<file path="config.mk">
export PLATFORM = sky130hd
export DESIGN_NAME = circle_buf_rd_sequencer
export DESIGN_NICKNAME = d
export VERILOG_FILES = /design/src/rtl/circle_buf_rd_sequencer.sv
export SDC_FILE = /design/constraint.sdc
export NUM_CORES = 1
export LEC_CHECK = 0
export CELL_PAD_IN_SITES_DETAIL_PLACEMENT = 1
export CELL_PAD_IN_SITES_GLOBAL_PLACEMENT = 1
export CORE_ASPECT_RATIO = 0.7
export CORE_MARGIN = 10
export CORE_UTILIZATION = 30
export DETAILED_ROUTE_END_ITERATION = 8
export PLACE_DENSITY_LB_ADDON = 0.1
export SLEW_MARGIN = 20
export SYNTH_ARGS = -nofsm -noshare
export SYNTH_HDL_FRONTEND = slang
export SYNTH_SLANG_ARGS = --single-unit
export TNS_END_PERCENT = 30
</file>
<file path="constraint.sdc">
create_clock -name rclk -period 3.5 [get_ports rclk]
set_input_delay 0.875 -clock rclk [delete_from_list [all_inputs] [get_ports rclk]]
set_output_delay 0.875 -clock rclk [all_outputs]
set_load 0.05 [all_outputs]
</file>
<file path="src/rtl/circle_buf_rd_sequencer.sv">
// Read-side sequencer for the double-buffered capture memory: drains a filled bank in
// address order into a 2-entry output FIFO with sof/eof framing and credit-based backpressure.
module circle_buf_rd_sequencer #(
    parameter int aw = 13,
    parameter int dw = 16
) (
    input  logic          rclk,
    input  logic          reset_n,
    input  logic          enable,
    input  logic          oneshot,
    input  logic          restart,
    input  logic          r_bank_available,
    input  logic [aw-1:0] r_addr,
    input  logic [dw-1:0] data_r,
    input  logic          data_gate_out,
    output logic          stb_r,
    output logic          rewind,
    output logic [dw-1:0] out_data,
    output logic          out_valid,
    input  logic          out_ready,
    output logic          out_sof,
    output logic          out_eof,
    output logic          busy,
    output logic [15:0]   frame_count,
    output logic          addr_err
);

    // state  | meaning
    // IDLE   | waiting for enable, armed and a readable bank
    // READ   | issuing strobes for the current frame
    // REWIND | one-cycle replay of the bank from address 0
    // LAST   | eof strobe issued, waiting for the final word to land
    typedef enum logic [1:0] {IDLE, READ, REWIND, LAST} state_t;

    state_t          state_q, state_d;
    logic [aw-1:0]   idx_q, idx_d;
    logic            armed_q, armed_d;
    logic [15:0]     frame_count_q, frame_count_d;
    logic            inflight_q;
    logic            infl_sof_q, infl_eof_q;
    logic            addr_err_q;

    logic [dw+1:0]   fifo_q [2];
    logic            wr_ptr_q, rd_ptr_q;
    logic [1:0]      occ_q, occ_d;

    logic            pop, push, credit_ok, last_idx;

    assign last_idx  = (idx_q == {aw{1'b1}});
    assign pop       = (occ_q != 2'd0) & out_ready;
    assign push      = data_gate_out & ((occ_q != 2'd2) | pop);
    // Words already in flight count against FIFO space so backpressure never drops data.
    assign credit_ok = ({1'b0, occ_q} + {2'b00, inflight_q}) < (3'd2 + {2'b00, pop});

    always_ff @(posedge rclk or negedge reset_n) begin
        if (!reset_n) begin
            state_q       <= IDLE;
            idx_q         <= '0;
            armed_q       <= 1'b1;
            frame_count_q <= '0;
            inflight_q    <= 1'b0;
            infl_sof_q    <= 1'b0;
            infl_eof_q    <= 1'b0;
            addr_err_q    <= 1'b0;
        end else begin
            state_q       <= state_d;
            idx_q         <= idx_d;
            armed_q       <= armed_d;
            frame_count_q <= frame_count_d;
            inflight_q    <= stb_r;
            if (stb_r) begin
                infl_sof_q <= (idx_q == '0);
                infl_eof_q <= last_idx;
            end
            if (stb_r && (r_addr != idx_q)) begin
                addr_err_q <= 1'b1;
            end
        end
    end

    always_comb begin
        state_d       = state_q;
        idx_d         = idx_q;
        armed_d       = armed_q;
        frame_count_d = frame_count_q;
        case (state_q)
            IDLE: begin
                if (!enable) begin
                    armed_d = 1'b1;
                end else if (armed_q && r_bank_available) begin
                    state_d = READ;
                    idx_d   = '0;
                end
            end
            READ: begin
                if (restart) begin
                    state_d = REWIND;
                end else if (stb_r) begin
                    idx_d = idx_q + aw'(1);
                    if (last_idx) begin
                        state_d = LAST;
                    end
                end
            end
            REWIND: begin
                idx_d   = '0;
                state_d = READ;
            end
            LAST: begin
                if (!inflight_q) begin
                    frame_count_d = frame_count_q + 16'd1;
                    armed_d       = oneshot ? 1'b0 : armed_q;
                    state_d       = IDLE;
                end
            end
            default: state_d = IDLE;
        endcase
    end

    always_comb begin
        stb_r  = 1'b0;
        rewind = 1'b0;
        case (state_q)
            READ:    stb_r  = r_bank_available & credit_ok & ~restart;
            REWIND:  rewind = 1'b1;
            default: ;
        endcase
    end

    always_comb begin
        occ_d = occ_q;
        if (push && !pop) begin
            occ_d = occ_q + 2'd1;
        end else if (!push && pop) begin
            occ_d = occ_q - 2'd1;
        end
    end

    always_ff @(posedge rclk or negedge reset_n) begin
        if (!reset_n) begin
            for (int i = 0; i < 2; i++) begin
                fifo_q[i] <= '0;
            end
            wr_ptr_q <= 1'b0;
            rd_ptr_q <= 1'b0;
            occ_q    <= 2'd0;
        end else begin
            if (push) begin
                fifo_q[wr_ptr_q] <= {data_r, infl_sof_q, infl_eof_q};
                wr_ptr_q         <= ~wr_ptr_q;
            end
            if (pop) begin
                rd_ptr_q <= ~rd_ptr_q;
            end
            occ_q <= occ_d;
        end
    end

    assign out_valid   = (occ_q != 2'd0);
    assign out_data    = fifo_q[rd_ptr_q][dw+1:2];
    assign out_sof     = out_valid & fifo_q[rd_ptr_q][1];
    assign out_eof     = out_valid & fifo_q[rd_ptr_q][0];
    assign busy        = (state_q != IDLE) | out_valid;
    assign frame_count = frame_count_q;
    assign addr_err    = addr_err_q;

endmodule

</file>
# Word level (Yosys, flattened, before mapping)
# Cells that the tools add are included.
# W data, S select, Z words.
word_totals:
  ff_bits: 76
  inputBits: 37
  out_inout_bits: 39
  elab_cells: 96
op_classes:
  add_sub_neg: 6
  n_lt_le_gt_ge: 4
  n_eq_ne: 15
  muxes: 26
  bitwise_logic: 14
  reduce_logical: 18
ops:
  columns: ["op", "n"]
  rows:
  - ["$mux W18", 4]
  - ["$mux W13", 4]
  - ["$pmux W13 S3", 1]
  - ["$bwmux W36", 1]
  - ["$demux W18 S1", 1]
  - ["$add A16 B1 Y16 const B", 1]
  - ["$mux W2", 8]
  - ["$ne A2 B2 Y1 const B", 8]
  - ["$add A13 B1 Y13 const B", 1]
  - ["$eq A13 B13 Y1 const B", 1]
  - ["$logic_not A13 Y1", 1]
  - ["$ne A13 B13 Y1", 1]
  - ["$reduce_and A5 Y1", 2]
  - ["$pmux W2 S4", 1]
  - ["$reduce_bool A2 Y1", 4]
  - ["$and A1 B1 Y1", 6]
  - ["$ne A3 B3 Y1 const B", 2]
  - ["$logic_and A1 B1 Y1", 5]
  - ["$mux W1", 5]
  - ["$eq A2 B2 Y1 const B", 2]
  - ["$ge A2 B2 Y1 const B", 2]
  - ["$not A1 Y1", 4]
  - ["$not A1 Y2", 2]
  - ["$reduce_and A4 Y1", 1]
  - ["13 further kinds", 15]

# Logic depth before layout (Yosys ltp)
# Gate-level depths: netlist of the first run.
logic_depth:
  word_depth: 10
  ltp_mapped: 8

# Worst setup path after synthesis of the first run
# Ideal clock, no wire load.
synth_timing:
  kind: "input port to output port"
  start: "in restart"
  end: "out stb_r"
  arrival_ns: 1.818
  setup_slack_ns: 0.807
  path_stages: 3
  n_path_buf: 0
  cell_sequence: "nor3b_1 -> nand3_1 -> inv_1"
synth_via:
  elab_chain_len: 3
synth_rtl:
  columns: ["element", "line_no", "source"]
  rows:
  - ["from (decl)", "11", "input logic restart,"]
  - ["$not A1 Y1", "124", "READ: stb_r = r_bank_available & credit_ok & ~restart;"]
  - ["$and A1 B1 Y1", "124", null]
  - ["$mux W1", "123", "case (state_q)"]
  - ["to (decl)", "16", "output logic stb_r,"]
# No other way between the ends.

# Final worst setup path of the first run
layout_timing:
  start: "in out_ready"
  end: "out stb_r"
layout_via:
  elab_chain_len: 6
layout_rtl:
  columns: ["element", "line_no", "source"]
  rows:
  - ["from (decl)", "20", "input logic out_ready,"]
  - ["$and A1 B1 Y1", "50", "assign pop = (occ_q != 2'd0) & out_ready;"]
  - ["$add A2 B1 Y3", "53", "assign credit_ok = ({1'b0, occ_q} + {2'b00, inflight_q}) < (3'd2 + {2'b00, pop});"]
  - ["$lt A3 B3 Y1", "53", null]
  - ["$and A1 B1 Y1 (2 in a row)", "124", null]
  - ["$mux W1", "123", null]
# No other way between the ends.

==> results of run 1 <==
[critical path: stages]
cell             delay (ns)
clkdlybuf4s50_1        0.51
o21ai_2                0.10
o21ai_0                0.30
nand3_1                0.17
inv_1                  0.21
buf_12                 0.17
[cells by family after synthesis]
kind of cell | Yosys count | synth area share
XOR/XNOR | 40 | 0.0948
multiplexers | 55 | 0.167
buffers and inverters | 20 | 0.0244
adder cells (fa/ha/maj) | 6 | 0.0203
flip-flops | 76 | 0.515
AO/OA/AOI/OAI | 22 | 0.0413
AND/OR/NAND/NOR | 93 | 0.137
[registers in the layout, summed over array words and instances, names as in the netlist]
name	flops
idx_q	13
occ_q	2
armed_q	1
infl_sof_q	1
inflight_q	1
addr_err	1
wr_ptr_q	1
rd_ptr_q	1
state_q	2
frame_count	16
fifo_q	36
infl_eof_q	1
[path summary, 6_finish.rpt]
path	start	endpoint	slack [ns]	cells after the start
worst max-delay path	out_ready	stb_r	0.28	6
worst min-delay path	addr_err$_DFFE_PN0P_	addr_err$_DFFE_PN0P_	0.46	1
max in group asynchronous	reset_n	fifo_q[26]$_DFFE_PN0P_	2.43	1
worst max register to register	inflight_q$_DFF_PN0_	idx_q[3]$_DFFE_PN0P_	0.86	7
min in group asynchronous	reset_n	idx_q[7]$_DFFE_PN0P_	0.57	1
worst min register to register	addr_err$_DFFE_PN0P_	addr_err$_DFFE_PN0P_	0.46	1
[Yosys cell counts, drive strengths merged]
cell    instances  area [µm²]
mux2           53         597
clkbuf          6        22.5
nor3            5        30.0
o21ai          11        58.8
dfrtp          75        1880
nor4            8        50.1
nand3          11        55.1
o311a           2        31.3
nand3b          1        7.51
ha              6        75.1
or2             2        12.5
nor2b           3        18.8
nand2          14        52.6
buf             7        41.3
inv             7        26.3
nor3b           3        22.5
xor2           14         123
a31oi           1        6.26
and3b           1        8.76
and4b           1        10.0
and4bb          1        12.5
xnor2          26         228
or3             5        31.3
nor4b           1        8.76
nor2           20        75.1
a21boi          1        7.51
o221ai          1        8.76
o31ai           1        7.51
or2b            1        7.51
and3            3        18.8
nand4           9        56.3
a22o            1        10.0
dfstp           1        26.3
a21o            1        7.51
and4            1        8.76
a21oi           3        15.0
mux2i           2        20.0
or3b            1        8.76
nand2b          2        12.5
[cell type report]
type                       instances  share of cell area
clock inverter                     5              0.0169
inverter                           7             0.00528
multi-input combinational        216               0.343
timing repair buffer              82               0.164
sequential                        76               0.383
tap                              157              0.0395
clock buffer                      11              0.0488
[metrics by stage]
step                      hold slack [ns]  setup WS [ns]  utilization  cells  total power, mW
final                               0.459          0.281        0.418    554             4.37
after global routing                0.516          0.169        0.418    554             4.63
after CTS                           0.465          0.247        0.418    554             4.45
after detailed placement            0.450          0.244        0.390    538             3.41
after global placement              0.450          0.284        0.390    538             3.38
after floorplan                     0.456          0.807            -    312             2.75
[metal layers]
metal | GRT usage | wire [µm] | vias to the layer above
met5 | 0 | 0 | -
met4 | 0.0323 | 102 | 0
met3 | 0.0435 | 533 | 10
met2 | 0.171 | 4190 | 53
met1 | 0.151 | 4730 | 1341
li1 | - | - | 1262
[report_power, final]
| part | switching [mW] | internal, mW |
|---|---|---|
| clock network | 0.364 | 0.647 |
| registers | 0.199 | 1.15 |
| logic | 1.16 | 0.846 |
| total | 1.73 | 2.65 |
==> results.yml, run 1 <==
outcome:
  status: "finished clean"
sta:
  finalHoldViolations: 0
  tightest_slew_ns: 0.717
  period_share: 0.920
  maxSlewHeadroom: 0.522
  timing.fmax_mhz: 311
  fin_crit_ns: 3.22
  clock_skew_ns: 0.00531
  drv_slew: 0
  setup_viol: 0
  rsz0062_at_grt: "false"
  tns_ns: 0
floorplan:
  core_area_mm2: 0.0119
  rows: 33
  dieHeight_um: 113
  io_pins: 76
  initial_utilization: 0.311
  dieArea_mm2: 0.0172
  die_width_um: 153
clocking:
  postCtsSetupBuffers: 0
  cts_sinks: 76
  cts_hold_buffers: 0
  root_buffer: "clkbuf_16"
  cts.htree.levels: 3
  insertion_delay_ns: 0.33
  clock_path_buffers: 2
  cts_buffers: 9
  clk_pin_slew_ns: 0.06
  cts_resized: 0
  cts_tree: "done"
logic_synthesis:
  yosysWarningCount: 0
  synth_cell_type_count: 46
  syn_inst: 312
  synth_fp_nets: 355
  synth_area_mm2: 0.00370
  synth_seq_cells: 76
  yosysSeqAreaShare: 0.515
  syn_area_per_cell_um2: 11.8
placed_design:
  hpwlAfterDp_um: 7060
  gp_congestion: 0.749
  portBuffers: 75
  placed_cell_area_mm2: 0.00464
global_routing:
  grt_first_pass_wirelength_um: 16100
  grt_usage: 0.114
  grt_max_degree: 77
  grt_pass1_vias: 2980
  gr-total-overflow: 0
  antenna_found_initial: 0
power:
  power_leakage_nw: 2.07
  ir_worst_vdd_uv: 428
  powerDensity_mw_per_mm2: 879
job:
  cap_viol_max_count: 0
finish:
  postLayoutCellArea_mm2: 0.00497
  antenna_cells: 0
  fillerInstances: 1300
  syn_to_final_growth_pct: 34.5
  final_layout_size_suffix_gt1_frac: 0.217
  multi_input_area_mm2: 0.00171
  mostFrequentLayoutCells: "dfrtp_1 (75), clkdlybuf4s50_1 (73), mux2_2 (53)"
  final_common_cell: "dfrtp_1"
  seq_area_mm2: 0.00190
  nets: 435
worst_setup_path:
  required_ns: 2.62
  crit_fanout: 4
  cp-start-kind: "input pin"
  critical_path_class: "in2out"
  worst_setup_path_end_kind: "output port"
  arrival_ns: 2.34
drt:
  vias_per_cell: 4.81
  remaining_drc_errors: 0
  avgRoutedWirePerCell_um: 17.2
  routed_wl_um: 9550
  antenna_left: 0
  vias: 2666
  dr.pass1.iters: 4
  drt_iter0_drc: 90
min_path:
  min_path_type: "reg2reg"
No activity file was read; power rests on OpenSTA's default activity.
==> inputs of run 2 (changes only) <==
Settings changed: SETUP_SLACK_MARGIN set to 0.05.
==> results of run 2 <==
Final layout, timing and power as in run 1 (identical DEF).
==> inputs of run 3 (changes only) <==
Settings changed: CORE_MARGIN 10 to 2.
==> results.yml, run 3 (synthesis gave the netlist of run 1 again) <==
sta:
  drv_slew: 0
  setup_viol: 0
  fin_crit_ns: 3.14
  hold_ws_ns: 0.455
  period_share: 0.898
  maxSlewHeadroom: 0.508
  timing.fmax_mhz: 318
  finalHoldViolations: 0
  rsz0062_at_grt: "false"
  tightest_slew_ns: 0.738
  clock_skew_ns: 0.00486
  tns_ns: 0
finish:
  antenna_cells: 0
  syn_to_final_growth_pct: 32.9
  regMostFlops: "fifo_q"
  nets: 433
  final_util: 0.415
  mostFrequentLayoutCells: "dfrtp_1 (75), clkdlybuf4s50_1 (73), mux2_2 (53)"
  final_layout_size_suffix_gt1_frac: 0.211
  largest_reg_flops: 36
  final_common_cell: "dfrtp_1"
floorplan:
  rows: 33
  initial_utilization: 0.312
  core_area_mm2: 0.0119
  die_width_um: 137
  dieHeight_um: 96.9
  io_pins: 76
  dieArea_mm2: 0.0132
worst_setup_path:
  crit_fanout: 4
  startpoint: "out_ready"
  critical_path_class: "in2out"
  cp-endpoint: "stb_r"
  critPathTopFamily: "buffers and inverters"
  path_cells: "clkdlybuf4s50_1, o21ai_2, o21ai_0, nand3_1, inv_1, buf_12"
  worstReg2RegStart: "occ_q[0]$_DFFE_PN0P_"
  slowest_stage: "clkdlybuf4s50_1"
  worst_setup_path_end_kind: "output port"
  critPathMaxStageDelay_ns: 0.49
  arrival_ns: 2.27
  cp-start-kind: "input pin"
  required_ns: 2.62
  path_depth: 6
  r2r_setup_slack_ns: 0.93
  cp_num_buf_inv: 3
  reg2reg_depth: 7
  rr_endpoint: "idx_q[5]$_DFFE_PN0P_"
clocking:
  cts_buffers: 9
  clk_pin_slew_ns: 0.06
  cts_hold_buffers: 0
  cts_tree: "done"
  root_buffer: "clkbuf_16"
  cts_sinks: 76
  clock_path_buffers: 2
  postCtsSetupBuffers: 0
  cts_resized: 0
  cts.htree.levels: 3
  insertion_delay_ns: 0.33
drt:
  met2_length_um: 3760
  drt_iter0_drc: 53
  remaining_drc_errors: 0
  met3_length_um: 415
  highest_layer: "met4"
  antenna_left: 0
  avgRoutedWirePerCell_um: 15.9
  m1WireLength_um: 4480
  dr.pass1.iters: 4
  routed_wl_um: 8760
  vias_per_cell: 4.74
  vias: 2609
global_routing:
  grt_max_degree: 77
  antenna_found_initial: 0
  grt_pass1_vias: 2823
  grt_first_pass_wirelength_um: 14700
  grt_usage: 0.144
  gr-total-overflow: 0
power:
  power_leakage_nw: 2.04
  powerDensity_mw_per_mm2: 854
  ir_worst_vdd_uv: 422
job:
  cap_viol_max_count: 0
outcome:
  status: "finished clean"
placed_design:
  gp_congestion: 0.746
  hpwlAfterDp_um: 6170
  portBuffers: 75
min_path:
  min_path_type: "reg2reg"
-- run 3: metal layers --
layer	GRT usage	vias up
met5	0	-
met4	0.0385	0
met3	0.0440	10
met2	0.208	47
met1	0.206	1298
li1	-	1254
-- run 3: report_power, final --
part / leakage, nW / switching [mW] / internal (mW)
clock network: 0.131 / 0.356 / 0.494
logic: 0.950 / 1.15 / 0.842
registers: 0.963 / 0.197 / 1.15
total: 2.04 / 1.71 / 2.49
-- run 3: worst min-delay path by stage --
stage,from,endpoint,cells after the start
final,addr_err$_DFFE_PN0P_,addr_err$_DFFE_PN0P_,1
after global routing,addr_err$_DFFE_PN0P_,addr_err$_DFFE_PN0P_,1
after CTS,addr_err$_DFFE_PN0P_,addr_err$_DFFE_PN0P_,1
after detailed placement,addr_err$_DFFE_PN0P_,addr_err$_DFFE_PN0P_,1
after global placement,addr_err$_DFFE_PN0P_,addr_err$_DFFE_PN0P_,1
after floorplan,armed_q$_DFFE_PN1P_,armed_q$_DFFE_PN1P_,2
-- run 3: final cells by class --
class                           count  area, µm²
Clock buffer                       11        243
Clock inverter                      4       26.3
Fill cell                        1268       6940
Inverter                            7       26.3
Multi-Input combinational cell    216       1710
Sequential cell                    76       1900
Tap cell                          157        196
Timing Repair Buffer               80        812
-- run 3: worst register-to-register path, stage by stage, from the launching register on --
cell and delay (ns):
dfrtp_1 0.46, ha_1 0.22, ha_1 0.28, or3b_2 0.47
o311a_4 0.17, or2_1 0.35, or3_1 0.38, a21oi_1 0.15
-- run 3: metrics by stage --
step	power, mW	setup slack, ns	std cells	area [µm²]
3_5_place_dp	3.38	0.328	536	4640
5_1_grt	4.45	0.260	551	4910
2_1_floorplan	2.75	0.807	312	3700
4_1_cts	4.26	0.331	551	4910
6_report	4.20	0.358	551	4910
3_3_place_gp	3.35	0.363	536	4640
